**config.mk**
```make
export PLATFORM = sky130hd
export DESIGN_NAME = uart_tx_fifo
export DESIGN_NICKNAME = d
export VERILOG_FILES = /design/src/rtl/uart_pkg.sv /design/src/rtl/sync_fifo.sv /design/src/rtl/uart_tx_fifo.sv
export SDC_FILE = /design/constraint.sdc
export NUM_CORES = 1
export LEC_CHECK = 0
export CAP_MARGIN = 10
export CORE_MARGIN = 2
export CORE_UTILIZATION = 55
export CTS_CLUSTER_SIZE = 24
export DETAILED_ROUTE_END_ITERATION = 10
export PLACE_DENSITY = 0.73
export RECOVER_POWER = 50
export SYNTH_ARGS = -nofsm -noshare
export SYNTH_HDL_FRONTEND = slang
export SYNTH_SLANG_ARGS = --single-unit
```
**constraint.sdc**
```tcl
create_clock -name clk -period 3.55 [get_ports clk]
set_input_delay 0.71 -clock clk [delete_from_list [all_inputs] [get_ports clk]]
set_output_delay 0.71 -clock clk [all_outputs]
set_load 0.005 [all_outputs]
```
**src/rtl/uart_pkg.sv**
```systemverilog
// -----------------------------------------------------------------------------
// uart_pkg
// Shared definitions for the UART transmit path:
//   - tx_state_t     : transmitter FSM states
//   - baud_div()     : integer clock divider with round-to-nearest
//   - UART_DATA_BITS : data bits per frame
//   - UART_IDLE      : line level when no frame is in flight
// -----------------------------------------------------------------------------
package uart_pkg;

    localparam int   UART_DATA_BITS = 8;
    localparam logic UART_IDLE      = 1'b1;

    typedef enum logic [2:0] {
        IDLE   = 3'd0,
        START  = 3'd1,
        DATA   = 3'd2,
        PARITY = 3'd3,
        STOP   = 3'd4
    } tx_state_t;

    // Cycles per bit, rounded to the nearest integer so the bit-rate error is
    // at most half a clock per bit.
    function automatic int baud_div(input int clk_hz, input int baud);
        return (clk_hz + baud / 2) / baud;
    endfunction

endpackage

```
**src/rtl/sync_fifo.sv**
```systemverilog
// -----------------------------------------------------------------------------
// sync_fifo
// Single-clock show-ahead FIFO. rd_data always presents the head entry, so a
// pop consumes the value visible in the same cycle.
// Ports:
//   clk, reset      : clock, asynchronous active-low reset
//   wr_en, wr_data  : push request and data
//   rd_en           : pop request (ignored when empty)
//   rd_data         : head entry
//   full, empty     : occupancy flags
//   level           : registered occupancy, 0..DEPTH
//   overflow        : high in the cycle a push is dropped
// -----------------------------------------------------------------------------
module sync_fifo #(
    parameter int WIDTH = 8,
    parameter int DEPTH = 16
) (
    input  logic                     clk,
    input  logic                     reset,
    input  logic                     wr_en,
    input  logic [WIDTH-1:0]         wr_data,
    input  logic                     rd_en,
    output logic [WIDTH-1:0]         rd_data,
    output logic                     full,
    output logic                     empty,
    output logic [$clog2(DEPTH):0]   level,
    output logic                     overflow
);

    localparam int AW      = $clog2(DEPTH);
    localparam int LEVEL_W = AW + 1;

    logic [WIDTH-1:0] mem [DEPTH];
    logic [AW-1:0]    wr_ptr;
    logic [AW-1:0]    rd_ptr;
    logic             push;
    logic             pop;

    assign full  = (level == LEVEL_W'(DEPTH));
    assign empty = (level == '0);

    // A full FIFO still accepts a write when the head leaves in the same cycle.
    assign pop      = rd_en && !empty;
    assign push     = wr_en && (!full || pop);
    assign overflow = wr_en && !push;

    assign rd_data = mem[rd_ptr];

    // NOTE: the storage array has no reset; only pointers and level define
    // which entries are valid, and a reset-free array maps onto plain RAM.
    always_ff @(posedge clk) begin
        if (push) begin
            mem[wr_ptr] <= wr_data;
        end
    end

    // Pointers wrap naturally because DEPTH is a power of two.
    always_ff @(posedge clk or negedge reset) begin
        if (!reset) begin
            wr_ptr <= '0;
            rd_ptr <= '0;
            level  <= '0;
        end else begin
            if (push) wr_ptr <= wr_ptr + 1'b1;
            if (pop)  rd_ptr <= rd_ptr + 1'b1;
            case ({push, pop})
                2'b10:   level <= level + 1'b1;
                2'b01:   level <= level - 1'b1;
                default: level <= level;
            endcase
        end
    end

endmodule

```
**src/rtl/uart_tx_fifo.sv**
```systemverilog
// -----------------------------------------------------------------------------
// uart_tx_fifo
// FIFO-buffered UART transmitter: 8 data bits LSB first, optional parity,
// one stop bit, internal baud divider. Frames queued back to back leave the
// line with no idle gap between stop and the next start bit.
// Ports:
//   clk, reset      : system clock, asynchronous active-low reset
//   wr_en, wr_data  : byte write strobe and data
//   full, empty     : FIFO flags
//   level           : FIFO occupancy
//   overflow        : pulse when a write is dropped
//   txd             : registered serial output, idle high
//   busy            : high from start bit through end of stop bit
//   done            : pulse in the last cycle of each stop bit
// -----------------------------------------------------------------------------
module uart_tx_fifo
    import uart_pkg::*;
#(
    parameter int CLK_HZ     = 50000000,
    parameter int BAUD       = 115200,
    parameter int DEPTH      = 16,
    parameter int PARITY_EN  = 0,
    parameter int PARITY_ODD = 0
) (
    input  logic                   clk,
    input  logic                   reset,
    input  logic                   wr_en,
    input  logic [7:0]             wr_data,
    output logic                   full,
    output logic                   empty,
    output logic [$clog2(DEPTH):0] level,
    output logic                   overflow,
    output logic                   txd,
    output logic                   busy,
    output logic                   done
);

    localparam int              DIV    = baud_div(CLK_HZ, BAUD);
    localparam int              CNT_W  = $clog2(DIV);
    localparam logic [CNT_W-1:0] RELOAD = CNT_W'(DIV - 1);
    localparam int              IDX_W  = $clog2(UART_DATA_BITS);
    localparam logic [IDX_W-1:0] LAST_IDX = IDX_W'(UART_DATA_BITS - 1);
    localparam logic            PAR_EN  = (PARITY_EN != 0);
    localparam logic            PAR_ODD = (PARITY_ODD != 0);

    tx_state_t                 state_q, state_d;
    logic [CNT_W-1:0]          cnt_q;
    logic [UART_DATA_BITS-1:0] shift_q, shift_d;
    logic [IDX_W-1:0]          idx_q;
    logic                      par_q;
    logic                      txd_q, txd_d;
    logic                      busy_q;
    logic                      bit_end;
    logic                      pop;
    logic [7:0]                fifo_data;

    sync_fifo #(
        .WIDTH (8),
        .DEPTH (DEPTH)
    ) u_fifo (
        .clk      (clk),
        .reset    (reset),
        .wr_en    (wr_en),
        .wr_data  (wr_data),
        .rd_en    (pop),
        .rd_data  (fifo_data),
        .full     (full),
        .empty    (empty),
        .level    (level),
        .overflow (overflow)
    );

    assign bit_end = (cnt_q == '0);

    // NOTE: every signal written here gets a default first, so no path through
    // the case leaves it unassigned and no latch is inferred.
    always_comb begin
        state_d = state_q;
        pop     = 1'b0;
        case (state_q)
            IDLE: begin
                if (!empty) begin
                    pop     = 1'b1;
                    state_d = START;
                end
            end
            START:  if (bit_end) state_d = DATA;
            DATA: begin
                if (bit_end && idx_q == LAST_IDX) begin
                    state_d = PAR_EN ? PARITY : STOP;
                end
            end
            PARITY: if (bit_end) state_d = STOP;
            STOP: begin
                // Chaining straight into START keeps queued frames gap-free.
                if (bit_end) begin
                    if (!empty) begin
                        pop     = 1'b1;
                        state_d = START;
                    end else begin
                        state_d = IDLE;
                    end
                end
            end
            default: state_d = IDLE;
        endcase

        shift_d = shift_q;
        if (pop) begin
            shift_d = fifo_data;
        end else if (state_q == DATA && bit_end) begin
            shift_d = {1'b0, shift_q[UART_DATA_BITS-1:1]};
        end

        // txd is computed from the next state so the pin is a flop output.
        case (state_d)
            START:   txd_d = 1'b0;
            DATA:    txd_d = shift_d[0];
            PARITY:  txd_d = par_q;
            default: txd_d = UART_IDLE;
        endcase
    end

    // NOTE: all state updates use non-blocking assignments so every flop sees
    // the pre-edge values of the others, independent of statement order.
    always_ff @(posedge clk or negedge reset) begin
        if (!reset) begin
            state_q <= IDLE;
            cnt_q   <= '0;
            shift_q <= '0;
            idx_q   <= '0;
            par_q   <= 1'b0;
            txd_q   <= UART_IDLE;
            busy_q  <= 1'b0;
        end else begin
            state_q <= state_d;
            shift_q <= shift_d;
            txd_q   <= txd_d;
            busy_q  <= (state_d != IDLE);
            if (pop) begin
                cnt_q <= RELOAD;
                idx_q <= '0;
                par_q <= (^fifo_data) ^ PAR_ODD;
            end else if (state_q != IDLE) begin
                cnt_q <= bit_end ? RELOAD : cnt_q - 1'b1;
                if (state_q == DATA && bit_end) begin
                    idx_q <= idx_q + 1'b1;
                end
            end
        end
    end

    assign txd  = txd_q;
    assign busy = busy_q;
    assign done = (state_q == STOP) && bit_end;

endmodule

```
==> summary.json <==
{
  "status": {
    "run_status": "finished with violations",
    "violations_in_the_final_reports": "capacitance limit, slew limit"
  },
  "min_path": {
    "hp-class": "register to register"
  },
  "yosys": {
    "synth.cell_area_mm2": 0.007039,
    "synth_enable_flop_cells": 128,
    "ys_top_cells_by_area": "edfxtp_1, dfrtp_1, mux4_2, mux4_1, ha_1",
    "synth_nets": 453,
    "syn-mean-instance-area_um2": 16.41,
    "synthDominantAreaCellType": "edfxtp_1",
    "synth-seq-cells": 167,
    "post_synth_inst_count": 429,
    "ys_async_sr_fraction_pct": 23.35,
    "ys_warn_count": 0,
    "synth.yosys.seq_area_share_pct": 68.49,
    "synth_top_cell_area_share_pct": 54.60,
    "synthFlopType": "edfxtp_1",
    "yosys.cell_types.count": 51
  },
  "critical_path": {
    "worstSetupStartpointType": "register",
    "crit_path_end_kind": "output pin",
    "worstSetupPathType": "register to output pin",
    "worst_path_maximum_fanout": 10,
    "timing.critical_path.arrival_ns": 2.33,
    "worst_ep_required_ns": 2.84
  },
  "placed_design": {
    "finalWeightedCongestion": 0.8724,
    "port_buffers": 21,
    "dp_worst_setup_slack_ns": 0.6550,
    "dp.final_hpwl_um": 8325,
    "numPlacedInstances": 620
  },
  "clock_tree": {
    "ctsHoldBuffers": 0,
    "cts_tree": "yes",
    "clock-root-buffer": "clkbuf_16",
    "clock_insertion_delay_worst_skew_ns": 0.43,
    "post_cts_resize_count": 0,
    "post_cts_setup_driven_buffer_insertion_count": 0,
    "cts_clock_pin_slew_for_the_worst_setup_and_hold_paths_ns": 0.06,
    "cts_sinks": 167,
    "cts_inserted_buffers": 17,
    "clock_path_buffers": 2,
    "htree_num_levels": 4
  },
  "die": {
    "initial_util_pct": 56.01,
    "floorplan.die.height_um": 117.1,
    "core_area_mm2": 0.01257,
    "io_pins": 22,
    "die_x_um": 117.1,
    "core.rowCount": 41,
    "floorplan.die_area_mm2": 0.01372
  },
  "power_and_ir_drop": {
    "irDropWorstVdd_v": 0.0005759,
    "power_switching_share_pct": 29.61,
    "power.clock.fraction_pct": 28.3,
    "p_leak_nw": 2.897,
    "intPower_mw": 4.412,
    "total_switching_power_mw": 1.855,
    "power_frac_seq_pct": 42.6,
    "power_density_mw_per_mm2": 778.4,
    "logic_gate_share_of_total_power_pct": 29.0,
    "design_power_total_mw": 6.267
  },
  "routing": {
    "detail-route-antenna-nets": 0,
    "drc": 0,
    "detail_route.wl_per_cell_um": 19.19,
    "avgViaCountPerCell": 5.643,
    "detail_route.iter0.violations": 342,
    "dr.pass1.iters": 4,
    "via_count": 3679,
    "wl_um": 12510
  },
  "finish": {
    "fin_nets": 491,
    "drive_gt1_share_pct": 16.04,
    "n_diodes": 0,
    "most_common_cell_after_layout_fill_and_taps_aside": "edfxtp_1",
    "area_delta_synth_final_pct": 14.38,
    "mostFrequentLayoutCells": "edfxtp_1, dfrtp_1, nand2_1, nor2_1, mux4_2",
    "stdcell_count": 652
  },
  "sta": {
    "worstMarginPinSlew_ns": 2.020,
    "period_share_pct": 85.73,
    "grt_setup_unrepaired": "no",
    "max_freq_mhz": 328.6,
    "fin_skew_ns": 0.01388,
    "final_max_slew_viol_count": 40,
    "finalHoldViolations": 0,
    "setup_total_negative_slack_ns": 0,
    "max_slew_margin_pct": -34.65,
    "finalWorstPathRequiredPeriod_ns": 3.043,
    "final.setup.worst_slack_ns": 0.5067,
    "setup_viol_count_final": 0,
    "final.hold.worst_slack_ns": 0.5004
  },
  "global_routing": {
    "grt_antenna_before_repair": 0,
    "first_pass_grt_wire_length_um": 20030,
    "grt.overflow.total": 0,
    "grt_start_max_net_pins": 40,
    "grt_pass1_vias": 3650,
    "track_usage_pct": 20.58
  },
  "flow_run": {
    "max_cap_violations": 1
  }
}
## layout make-up
cell class | count | area, µm²
Clock inverter | 8 | 101.3
Clock buffer | 24 | 471.7
Tap cell | 172 | 215.2
Sequential cell | 167 | 4822
Fill cell | 868 | 4517
Timing Repair Buffer | 38 | 344.1
Multi-Input combinational cell | 229 | 2044
Inverter | 14 | 52.55
## Yosys cell counts (2+ instances only)
cell	instances
a21o_1	3
a21oi_1	14
a22oi_1	16
a31oi_1	3
a32o_1	2
and2_1	3
buf_1	4
buf_2	9
buf_6	2
clkbuf_1	2
dfrtp_1	38
edfxtp_1	128
ha_1	12
inv_1	14
mux2i_1	7
mux4_1	7
mux4_2	25
nand2_1	31
nand2b_1	3
nand3_1	4
nand4_1	2
nor2_1	29
nor2b_1	3
nor3_1	9
nor4_1	3
o21ai_0	15
o21ai_1	2
xnor2_1	16
## kinds of logic (layout without fill, tap and decap cells)
kind of cell,Yosys count,count (layout),synth area share [%]
AO/OA/AOI/OAI,62,62,5.599
XOR/XNOR,18,18,2.346
adder cells (fa/ha/maj),13,13,2.417
buffers and inverters,33,84,2.417
flip-flops,167,167,68.49
multiplexers,41,41,12.09
AND/OR/NAND/NOR,95,95,6.648
## power by group through the flow
stage	clock network (mW)	registers, mW	logic (mW)
after floorplan	0	2.60	1.47
after global placement	0	2.69	1.80
after detailed placement	0	2.72	1.83
after CTS	1.81	2.68	1.84
after global routing	1.87	2.72	2.00
final	1.78	2.67	1.82
## critical path: stages, from the launching register on
cell             delay (ns)
dfrtp_1                0.45
nor4_4                 0.40
nand4b_4               0.21
nor4_1                 0.29
clkdlybuf4s50_1        0.57
## sequential cells by signal, summed over array words and instances, names as in the netlist
register       flops
u_fifo.rd_ptr      4
state_q            3
u_fifo.level       5
txd                1
u_fifo.mem       128
idx_q              3
shift_q            8
par_q              1
busy               1
cnt_q              9
u_fifo.wr_ptr      4
## layer usage
metal / part of all wire, % / GRT usage (%) / vias up
li1: - / - / 1729
met1: 46 / 29.01 / 1847
met2: 49 / 31.21 / 90
met3: 4.2 / 5.870 / 13
met4: 1.1 / 7.529 / 0
met5: 0 / 0 / -
## through the flow
step	util, %	cell area [µm²]
floorplan	-	7039
global placement	59.54	7483
detailed placement	59.54	7483
CTS	64.10	8056
global route	64.06	8051
finish	64.06	8051
## worst paths after layout
| path | start | to | slack (ns) | cells after the start |
|---|---|---|---|---|
| worst max-delay path | cnt_q[5] | done | 0.51 | 4 |
| min in group asynchronous | reset | cnt_q[2] | 0.85 | 1 |
| worst max register to register | cnt_q[5] | u_fifo.level[4] | 0.65 | 13 |
| worst min-delay path | cnt_q[8] | cnt_q[8] | 0.50 | 1 |
| worst min register to register | cnt_q[8] | cnt_q[8] | 0.50 | 1 |
| max in group asynchronous | reset | u_fifo.rd_ptr[0] | 1.38 | 1 |
(Power assumes the default switching activity.)
==> variant 1: new RTL, same flow settings <==
`DEPTH` is set to 16 in 2 places; all go to 8.
--- a/src/rtl/sync_fifo.sv
+++ b/src/rtl/sync_fifo.sv
@@ -13,7 +13,7 @@
 // -----------------------------------------------------------------------------
 module sync_fifo #(
     parameter int WIDTH = 8,
-    parameter int DEPTH = 16
+    parameter int DEPTH = 8
 ) (
     input  logic                     clk,
     input  logic                     reset,
--- a/src/rtl/uart_tx_fifo.sv
+++ b/src/rtl/uart_tx_fifo.sv
@@ -18,7 +18,7 @@
 #(
     parameter int CLK_HZ     = 50000000,
     parameter int BAUD       = 115200,
-    parameter int DEPTH      = 16,
+    parameter int DEPTH      = 8,
     parameter int PARITY_EN  = 0,
     parameter int PARITY_ODD = 0
 ) (
Interface: changed (resized level); port bits go from 22 to 21. No check against the original RTL was run, so the function may have changed too.
==> variant 1 against the original RTL <==
The run still ends with capacitance limit, slew limit left. Final area decreased by 39%. Area after synthesis decreased by 38%. Sequential cell count decreased by 67. Non-clock buffer count decreased by 8. Worst setup slack got worse by 0.18 ns. Power decreased by 39%. Maximum frequency decreased by 5.4%. Die area decreased by 37%. Routed wire length decreased by 39%. Largest cell class unchanged.
==> variant 1: results (changes against the original RTL) <==
status -> complete, but fails checks (unchanged)
worst slew pin tran -> 1.883 ns (was 2.020 ns)
largest net degree at the start of global routing -> 37 (was 40)
Syn Inst Count -> 281 (was 429)
NumNets Final -> 334 (was 491)
ys async rst share -> 36.00% (was 23.35%)
Final Non-Filler Cells -> 421 (was 652)
maximum vdd drop -> 0.4001 mV (was 0.5759 mV)
Setup crit start -> cnt_q[0] (was cnt_q[5])
Total GRT Usage -> 19.67% (was 20.58%)
xor/xnor share of the synthesized area -> 4.333% (was 2.346%)
Initial DRC Count -> 87 (was 342)
failing checks -> capacitance limit, slew limit (unchanged)
DP Cell Count -> 405 (was 620)
max-cap violations -> 1 (unchanged)
GR Layer Usage met2 -> 32.91% (was 31.21%)
hold_sp -> idx_q[0] (was cnt_q[8])
Root Driver -> clkbuf_8 (was clkbuf_16)
share of cells above drive strength 1 -> 14.73% (was 16.04%)
EDFF count, synth -> 64 (was 128)
top cells by area, synth -> edfxtp_1, dfrtp_1, mux4_2 (unchanged)
met3 global-route usage -> 4.351% (was 5.870%)
Leak -> 1.832 nW (was 2.897 nW)
Min Hold Slack -> 0.4922 ns (was 0.5004 ns)
clock buffer count from CTS -> 9 (was 17)
Worst EP arrival -> 2.51 ns (was 2.33 ns)
DR vias/cell -> 5.684 (was 5.643)
Cell variety after synth -> 52 (was 51)
routed wl met3 -> 212 microns (was 527 microns)
Post-Synth Adder-Cell Area -> 2.737% (was 2.417%)
CP peak stage delay -> 0.54 ns (was 0.57 ns)
register area share after synthesis -> 64.34% (was 68.49%)
worst skew pair latency -> 0.36 ns (was 0.43 ns)
port bufs -> 20 (was 21)
Reg-to-Reg End -> u_fifo.level[3] (was u_fifo.level[4])
GR Layer Usage met1 -> 25.57% (was 29.01%)
H-tree depth -> 3 (was 4)
skew final -> 0.006655 ns (was 0.01388 ns)
placed cell area -> 4728 sq um (was 7483 sq um)
fin. max-slew vios -> 37 (was 40)
[variant 1: cell count changes after synthesis, moves of 5 or more]
| cell | change |
|---|---|
| edfxtp_1 | -64 |
| a22oi_1 | -16 |
| mux4_2 | -16 |
| o21ai_0 | -13 |
| nor2_1 | -11 |
| a21oi_1 | -10 |
| a221o_1 | +6 |
| inv_1 | -6 |
| buf_2 | -5 |
| nand2_1 | -5 |
[variant 1: power by group]
group	internal, mW	switching (mW)
clock network	0.335	0.395
logic	0.714	0.628
registers	1.50	0.228
total	2.55	1.25
[variant 1: area by class of cell]
type,count,area (sq um)
sequential,100,2824
fill,550,2803
multi-input combinational,165,1474
timing repair buffer,30,269.0
clock buffer,10,127.6
tap,102,127.6
clock inverter,6,72.57
inverter,8,30.03
[variant 1: critical path, delay by kind of cell (launching register included)]
kind,cells,cell delay [ns]
adders and majority gates,1,0.16
DFF,1,0.39
buffers and inverters,2,0.67
and+or+nand+nor,3,0.92
==> variant 2: new RTL, config.mk and constraints unchanged <==
Made on the original files. Make the reset (`reset`) synchronous in 2 clocked blocks. Comments in the files are not updated.
--- a/src/rtl/sync_fifo.sv
+++ b/src/rtl/sync_fifo.sv
@@ -55,7 +55,7 @@
     end
 
     // Pointers wrap naturally because DEPTH is a power of two.
-    always_ff @(posedge clk or negedge reset) begin
+    always_ff @(posedge clk) begin
         if (!reset) begin
             wr_ptr <= '0;
             rd_ptr <= '0;
--- a/src/rtl/uart_tx_fifo.sv
+++ b/src/rtl/uart_tx_fifo.sv
@@ -123,7 +123,7 @@
 
     // NOTE: all state updates use non-blocking assignments so every flop sees
     // the pre-edge values of the others, independent of statement order.
-    always_ff @(posedge clk or negedge reset) begin
+    always_ff @(posedge clk) begin
         if (!reset) begin
             state_q <= IDLE;
             cnt_q   <= '0;
Formal check against the unedited RTL: differs if reset is asserted again (counterexample within 4 cycles, from zero or initial values and one cycle with reset low); with reset held inactive, the same outputs for 10 cycles.
==> variant 2 against the original RTL <==
Sequential cell count grew 4. Clock skew grew 0.00057 ns. Area after synthesis shrank 0.69%. Power shrank 6.0%. Final area grew 0.40%. Largest cell class unchanged. Routed wire length grew 4.3%. Worst setup slack lost 0.33 ns. Utilization grew 0.52 points.
==> variant 2: results (changes against the original RTL) <==
Min Hold Slack -> 0.4879 ns (was 0.5004 ns)
Worst R2R Path Depth -> 10 (was 13)
top cells by area, synth -> edfxtp_1, dfxtp_1, mux4_2 (was edfxtp_1, dfrtp_1, mux4_2)
Fillers -> 926 (was 868)
GR Layer Usage met1 -> 27.65% (was 29.01%)
switching pwr -> 1.707 mW (was 1.855 mW)
slack of the critical path -> 0.1768 ns (was 0.5067 ns)
CP max FO -> 7 (was 10)
r2r setup slk -> 0.41 ns (was 0.65 ns)
number of global-route vias before repair -> 3762 (was 3650)
worst slew pin tran -> 0.9320 ns (was 2.020 ns)
M1 WL -> 5435 microns (was 5725 microns)
top cells by count, synth -> edfxtp_1, dfxtp_1, mux4_2 (was edfxtp_1, dfrtp_1, nand2_1)
routed wl met3 -> 696 microns (was 527 microns)
Avg WL per Cell -> 19.48 microns (was 19.19 microns)
Final Non-Filler Cells -> 670 (was 652)
Leak -> 2.863 nW (was 2.897 nW)
area of the multi-input gates -> 2150 sq um (was 2044 sq um)
CP peak stage delay -> 0.65 ns (was 0.57 ns)
Synthesized Nets -> 469 (was 453)
Setup crit end -> overflow (was done)
GR Layer Usage met2 -> 34.76% (was 31.21%)
slowest CP cell -> or4_1 (was clkdlybuf4s50_1)
skew final -> 0.01446 ns (was 0.01388 ns)
Initial DRC Count -> 315 (was 342)
clk pwr -> 1.82 mW (was 1.78 mW)
status -> finished, final reports clean (was complete, but fails checks)
DP Cell Count -> 639 (was 620)
Reg-to-Reg End -> u_fifo.level[4] (unchanged)
first-pass GRT wire length -> 20490 microns (was 20030 microns)
Placer Congestion -> 0.8156 (was 0.8724)
Worst EP arrival -> 2.66 ns (was 2.33 ns)
end of the worst hold path -> shift_q[7] (was cnt_q[8])
met3 global-route usage -> 4.567% (was 5.870%)
==> variant 2: cell types whose count changed after synthesis, moves of 8 or more <==
cell,delta
o21ai_0,-10
clkbuf_1,+11
nor2_1,-8
dfxtp_1,+43
and2_1,+10
o211a_1,+8
dfrtp_1,-38
==> variant 2: kinds of logic after synthesis <==
| family | count (synthesis) | share of synthesized area (%) |
|---|---|---|
| XOR/XNOR | 23 | 2.882 |
| buffers and inverters | 33 | 1.897 |
| flip-flops | 171 | 67.30 |
| AND/OR/NAND/NOR | 104 | 7.428 |
| AO/OA/AOI/OAI | 57 | 6.032 |
| adder cells (fa/ha/maj) | 13 | 2.434 |
| multiplexers | 44 | 12.03 |
==> variant 2: layout make-up <==
| class | count | share of cell area [%] |
|---|---|---|
| Clock inverter | 12 | 1.826 |
| Inverter | 10 | 0.4643 |
| Clock buffer | 19 | 5.355 |
| Timing Repair Buffer | 45 | 4.891 |
| Tap cell | 172 | 2.662 |
| Multi-Input combinational cell | 241 | 26.59 |
| Sequential cell | 171 | 58.21 |
